**src/rtl/fetch_pkg.sv**
```systemverilog
// Shared types and constants for the instruction fetch sequencer.
package fetch_pkg;

    typedef enum logic [1:0] {
        BOOT  = 2'd0,
        RUN   = 2'd1,
        FAULT = 2'd2
    } fetch_state_e;

    localparam int INSN_BYTES = 4;
    localparam logic [31:0] DEFAULT_RESET_PC = 32'h0000_0000;

endpackage

```
**src/rtl/fetch_ctrl.sv**
```systemverilog
// Fetch sequencer for a 1-cycle-latency instruction memory: owns the PC, aligns read data with it,
// hands instructions to decode over valid/ready and applies redirects. Optional FETCH_PERF_EN adds counters.
module fetch_ctrl
    import fetch_pkg::*;
#(
    parameter logic [31:0] RESET_PC = DEFAULT_RESET_PC,
    parameter int unsigned DEPTH    = 256,
    localparam int unsigned ADDR_W  = $clog2(DEPTH)
) (
    input  logic              clk,
    input  logic              reset,
    output logic [ADDR_W-1:0] imem_addr,
    input  logic [31:0]       imem_rd_data,
    input  logic              redirect_valid,
    input  logic [31:0]       redirect_pc,
    output logic              if_valid,
    input  logic              if_ready,
    output logic [31:0]       if_pc,
    output logic [31:0]       if_ins,
    output logic              if_fault
`ifdef FETCH_PERF_EN
    ,
    output logic [31:0]       perf_fetch_cnt,
    output logic [31:0]       perf_stall_cnt
`endif
);

    localparam logic [31:0] PC_STEP = 32'(INSN_BYTES);

    logic [31:0]       req_pc_q, req_pc_d;
    logic [31:0]       rsp_pc_q, rsp_pc_d;
    logic              rsp_vld_q, rsp_vld_d;
    fetch_state_e      state_q, state_d;
    logic [ADDR_W-1:0] sel_addr;
    logic              redir_ok, redir_bad, stall;

    assign redir_ok  = redirect_valid & (redirect_pc[1:0] == 2'b00);
    assign redir_bad = redirect_valid & (redirect_pc[1:0] != 2'b00);
    assign stall     = rsp_vld_q & ~if_ready;

    always_comb begin
        sel_addr  = req_pc_q[ADDR_W+1:2];
        req_pc_d  = req_pc_q;
        rsp_pc_d  = rsp_pc_q;
        rsp_vld_d = rsp_vld_q;
        state_d   = state_q;
        if (redir_ok) begin
            sel_addr  = redirect_pc[ADDR_W+1:2];
            rsp_pc_d  = redirect_pc;
            rsp_vld_d = 1'b1;
            req_pc_d  = redirect_pc + PC_STEP;
            state_d   = RUN;
        end else if (redir_bad) begin
            state_d   = FAULT;
            rsp_vld_d = 1'b0;
        end else if (state_q != FAULT) begin
            if (stall) begin
                // Re-read the displayed word so imem_rd_data stays put while decode stalls.
                sel_addr = rsp_pc_q[ADDR_W+1:2];
            end else begin
                rsp_pc_d  = req_pc_q;
                rsp_vld_d = 1'b1;
                req_pc_d  = req_pc_q + PC_STEP;
                state_d   = RUN;
            end
        end
    end

    always_ff @(posedge clk or negedge reset) begin
        if (!reset) begin
            req_pc_q  <= RESET_PC;
            rsp_pc_q  <= RESET_PC;
            rsp_vld_q <= 1'b0;
            state_q   <= BOOT;
        end else begin
            req_pc_q  <= req_pc_d;
            rsp_pc_q  <= rsp_pc_d;
            rsp_vld_q <= rsp_vld_d;
            state_q   <= state_d;
        end
    end

    assign imem_addr = sel_addr;
    assign if_valid  = rsp_vld_q & ~redirect_valid & (state_q == RUN);
    assign if_pc     = rsp_pc_q;
    assign if_ins    = imem_rd_data;
    assign if_fault  = (state_q == FAULT);

`ifdef FETCH_PERF_EN
    logic [31:0] perf_fetch_q, perf_stall_q;

    always_ff @(posedge clk or negedge reset) begin
        if (!reset) begin
            perf_fetch_q <= '0;
            perf_stall_q <= '0;
        end else begin
            if (if_valid & if_ready)  perf_fetch_q <= perf_fetch_q + 32'd1;
            if (if_valid & ~if_ready) perf_stall_q <= perf_stall_q + 32'd1;
        end
    end

    assign perf_fetch_cnt = perf_fetch_q;
    assign perf_stall_cnt = perf_stall_q;
`endif

endmodule
```
**config.mk**
```make
export PLATFORM = sky130hd
export DESIGN_NAME = fetch_ctrl
export DESIGN_NICKNAME = d
export VERILOG_FILES = /design/src/rtl/fetch_pkg.sv /design/src/rtl/fetch_ctrl.sv
export SDC_FILE = /design/constraint.sdc
export NUM_CORES = 1
export LEC_CHECK = 0
export CAP_MARGIN = 20
export CORE_MARGIN = 4
export CORE_UTILIZATION = 45
export DETAILED_ROUTE_END_ITERATION = 16
export DONT_BUFFER_PORTS = 1
export GPL_TIMING_DRIVEN = 0
export SYNTH_ARGS = -nofsm -noshare
export SYNTH_HDL_FRONTEND = slang
export SYNTH_SLANG_ARGS = --single-unit
```
**constraint.sdc**
```tcl
create_clock -name clk -period 3.9 [get_ports clk]
set_input_delay 0.39 -clock clk [delete_from_list [all_inputs] [get_ports clk]]
set_output_delay 0.39 -clock clk [all_outputs]
set_load 0.005 [all_outputs]
```
==> impl_metrics.py <==
metrics = {
    "logic_synthesis": {
        "yosys.area.top_type": "dfrtp_1",
        "syn_area_mm2": 0.00451,
        "synth_most_common_cell": "dfrtp_1",
        "synth.yosys.warnings": 0,
        "synth_enable_flop_cells": 0,
        "synth_fp_nets": 614,
        "netlist_top_cells_count": "dfrtp_1 (67), nand2_1 (65), nor2_1 (55)",
        "synthFlopType": "dfrtp_1",
        "synth_area_leaders": "dfrtp_1 (37%), buf_4 (5.5%), nand2_1 (5.4%)",
        "yosys_register_bits": 67,
        "ys_types": 64,
        "yosys.area.top_type_share_pct": 37.2,
        "post_synth.cell_area_avg_um2": 8.27,
        "synth_cells": 545,
        "proportion_of_synthesized_chip_area_in_sequential_cells_pct": 37.2,
        "asyncSetResetFlopFracSynth_pct": 100,
    },
    "clock_network": {
        "clock_pin_slew_of_the_registers_on_the_worst_case_setup_and_hold_paths_ns": 0.08,
        "number_of_post_cts_setup_repair_buffers": 0,
        "numCtsBuffers": 9,
        "clock_tree.root_cell": "clkbuf_8",
        "clock_sink_count": 67,
        "cts_buffer_depth": 2,
        "clkLatencyLatePin_ns": 0.37,
        "cts_tree": "yes",
        "cts.htree.levels": 3,
    },
    "global_route": {
        "global_route.usage.total_pct": 25.2,
        "grt_use_met3_pct": 5.31,
        "grt_remaining_overflow": 0,
        "grt_use_met2_pct": 39.3,
        "busiest_layer": "met2",
        "grt_max_degree": 68,
        "first_global_vias": 4167,
        "antenna_violations_before_repair": 0,
        "met1_track_utilization_from_global_routing_pct": 33.8,
        "grt_first_pass_wirelength_um": 22700,
    },
    "min_path": {
        "min_from": "redirect_pc[17]",
        "holdCritPathClass": "input pin to flop",
        "hold-path-cell-count": 2,
    },
    "power": {
        "cell_internal_pwr_mw": 1.37,
        "post-layout-total-power_mw": 2.17,
        "p_switching_mw": 0.797,
        "leakage_nw": 2.11,
        "power_frac_comb_pct": 26.1,
        "power_per_cell_area_mw_per_mm2": 443,
        "worst_ir_drop_vdd_mv": 0.207,
        "clock_power_share_pct": 25.4,
        "sw_frac_of_total_pct": 36.8,
        "p_seq_share_pct": 48.5,
    },
    "floorplanning": {
        "floorplan.initialDensity_pct": 46.1,
        "die_w_um": 108,
        "chipHeight_um": 108,
        "core_mm2": 0.00977,
        "die-area_mm2": 0.0117,
        "row_count": 36,
        "top_level_ports": 142,
    },
    "critical_path": {
        "crit_family": "buffers and inverters",
        "r2r_worst_path_depth": 7,
        "crit_cells": 14,
        "crit_chain": "buf_2 > or3b_4 > buf_6 > buf_6 > buf_2 > buf_2 > nand2_1 > nand2_1 > ha_1 > o211ai_1 > a21oi_1 > mux2_2 > o21ai_1 > o21ai_0",
        "cp.buffers_inverters": 5,
        "crit_top_cell": "buf_2",
        "crit_path_top_delay_cell": "a21oi_1",
        "critPathCaptureType": "flop",
        "arrival_ns": 3.54,
        "required_ns": 4.12,
        "reg2reg_from": "state_q[0]",
        "timing.critical_path.from": "redirect_pc[1]",
        "maximum_fanout_along_the_worst_path": 19,
        "critical_path_class": "input pin to flop",
        "cp_slowest_stage_delay_ns": 0.48,
        "startpoint_type": "input pin",
    },
    "placed_design": {
        "final_weighted_congestion_of_routability_driven_global_placement": 0.957,
        "dp_hpwl_um": 10600,
        "placedInstanceArea_mm2": 0.00467,
        "io_buffers": 0,
    },
    "drt": {
        "route.antenna.remaining_nets": 0,
        "wl_per_cell_um": 20.9,
        "drtPass1Iterations": 5,
        "detailedRoute.firstIterationViolations": 336,
        "route.detailed.drc": 0,
        "num_vias": 4335,
        "postRouteWirelength_um": 14500,
        "routed_via_density": 6.24,
    },
    "cells_and_area": {
        "final_design_area_no_fill_mm2": 0.00488,
        "nFillCells": 955,
        "n_antenna_cell": 0,
        "final_nets": 626,
        "syn2layout_area_growth_pct": 8.36,
        "final_layout_size_suffix_gt1_share_pct": 14.1,
        "layout.area.seq_mm2": 0.00168,
        "multi_input_area_mm2": 0.00239,
    },
    "sta": {
        "period_minus_ws_final_ns": 3.32,
        "timing.clock.skew_ns": 0.0104,
        "tightestPinTransition_ns": 0.714,
        "fmax_mhz": 301,
        "timing_hold_violations_final": 0,
        "timing_max_transition_violations_final": 0,
        "worst_slew_margin_rel_pct": 52.4,
        "timing.final.crit_share_pct": 85.2,
        "rsz0062_at_grt": "no",
        "timing.final.setup_violations": 0,
    },
    "status": {
        "status": "completed",
    },
    "run": {
        "cap_viol_max_count": 0,
    },
}
flip-flops by register name, indices dropped and copies added, names as in the netlist:
name,count
req_pc_q,32
if_pc,32
rsp_vld_q,1
state_q,2
cell families after synthesis:
family | synth area share (%)
multiplexers | 6.22
adder cells (fa/ha/maj) | 0.278
buffers and inverters | 9.64
XOR/XNOR | 0.389
AO/OA/AOI/OAI | 22.1
flip-flops | 37.2
AND/OR/NAND/NOR | 24.1
metal layers:
| layer | vias up | share of wire, % | wire length [µm] |
|---|---|---|---|
| met5 | - | 0 | 0 |
| met4 | 0 | 2.7 | 397 |
| met3 | 35 | 11 | 1550 |
| met2 | 264 | 45 | 6490 |
| met1 | 2067 | 42 | 6110 |
| li1 | 1969 | - | - |
area by class of cell:
class | count | share of cell area, %
well taps | 133 | 3.41
multi-input cells | 407 | 49.1
repair buffers | 3 | 0.923
flip-flops and latches | 67 | 34.3
plain buffers | 65 | 8.43
inverters | 4 | 0.308
clock buffers | 14 | 3.33
clock inverters | 2 | 0.205
path summary, 6_finish.rpt:
kind / end / slack, ns
max: req_pc_q[10] / 0.58
max reg2reg: req_pc_q[7] / 1.38
max in group asynchronous: if_pc[22] / 3.02
min: if_pc[17] / 0.16
min in group asynchronous: if_pc[17] / 0.57
min reg2reg: req_pc_q[30] / 0.49
power groups by stage:
stage	Sequential (mW)	Clock [mW]	Combinational, mW
after global placement	1.05	0	0.528
after CTS	1.05	0.552	0.565
after global routing	1.08	0.584	0.640
final	1.05	0.550	0.566
after floorplan	1.01	0	0.430
after detailed placement	1.06	0	0.544
metrics by stage:
step | hold slack [ns] | utilization (%) | setup TNS [ns] | instances | setup slack (ns)
floorplan | 0.0944 | - | 0 | 545 | 0.822
global placement | 0.0964 | 47.8 | -0.204 | 678 | -0.0670
detailed placement | 0.0969 | 47.8 | -0.349 | 678 | -0.125
CTS | 0.160 | 49.9 | 0 | 696 | 0.251
global route | 0.173 | 49.9 | 0 | 695 | 0.260
finish | 0.160 | 49.9 | 0 | 695 | 0.576
repair_timing:
action | in CTS | in global routing
resized for setup | 0 | 0
hold buffers | 2 | 0
setup endpoints to repair | 0 | 3
hold endpoints to repair | 67 | 0
layout by cell type (no fill, tap or decap), types with 3 or more instances in the layout:
master / Yosys / final
nand3_1: 17 / 17
o211ai_1: 3 / 3
o21ai_1: 4 / 4
buf_6: 4 / 4
nor2_1: 55 / 55
o21ai_0: 40 / 40
a21oi_1: 39 / 39
or3_1: 4 / 4
a31oi_1: 15 / 15
dfrtp_1: 67 / 67
o22ai_1: 6 / 6
o21a_1: 7 / 7
nand2_1: 65 / 65
buf_4: 33 / 33
mux2i_1: 19 / 19
and3_1: 7 / 7
o31ai_1: 4 / 4
clkbuf_8: 0 / 11
and4_1: 8 / 8
mux2_2: 6 / 6
a21o_1: 14 / 14
and2_1: 7 / 7
nor3_1: 22 / 22
inv_1: 4 / 4
nand2b_1: 8 / 8
nand4_1: 7 / 7
a211oi_1: 9 / 9
clkbuf_1: 18 / 20
buf_2: 11 / 11
Note: power is estimated with default switching activity, not from simulation.
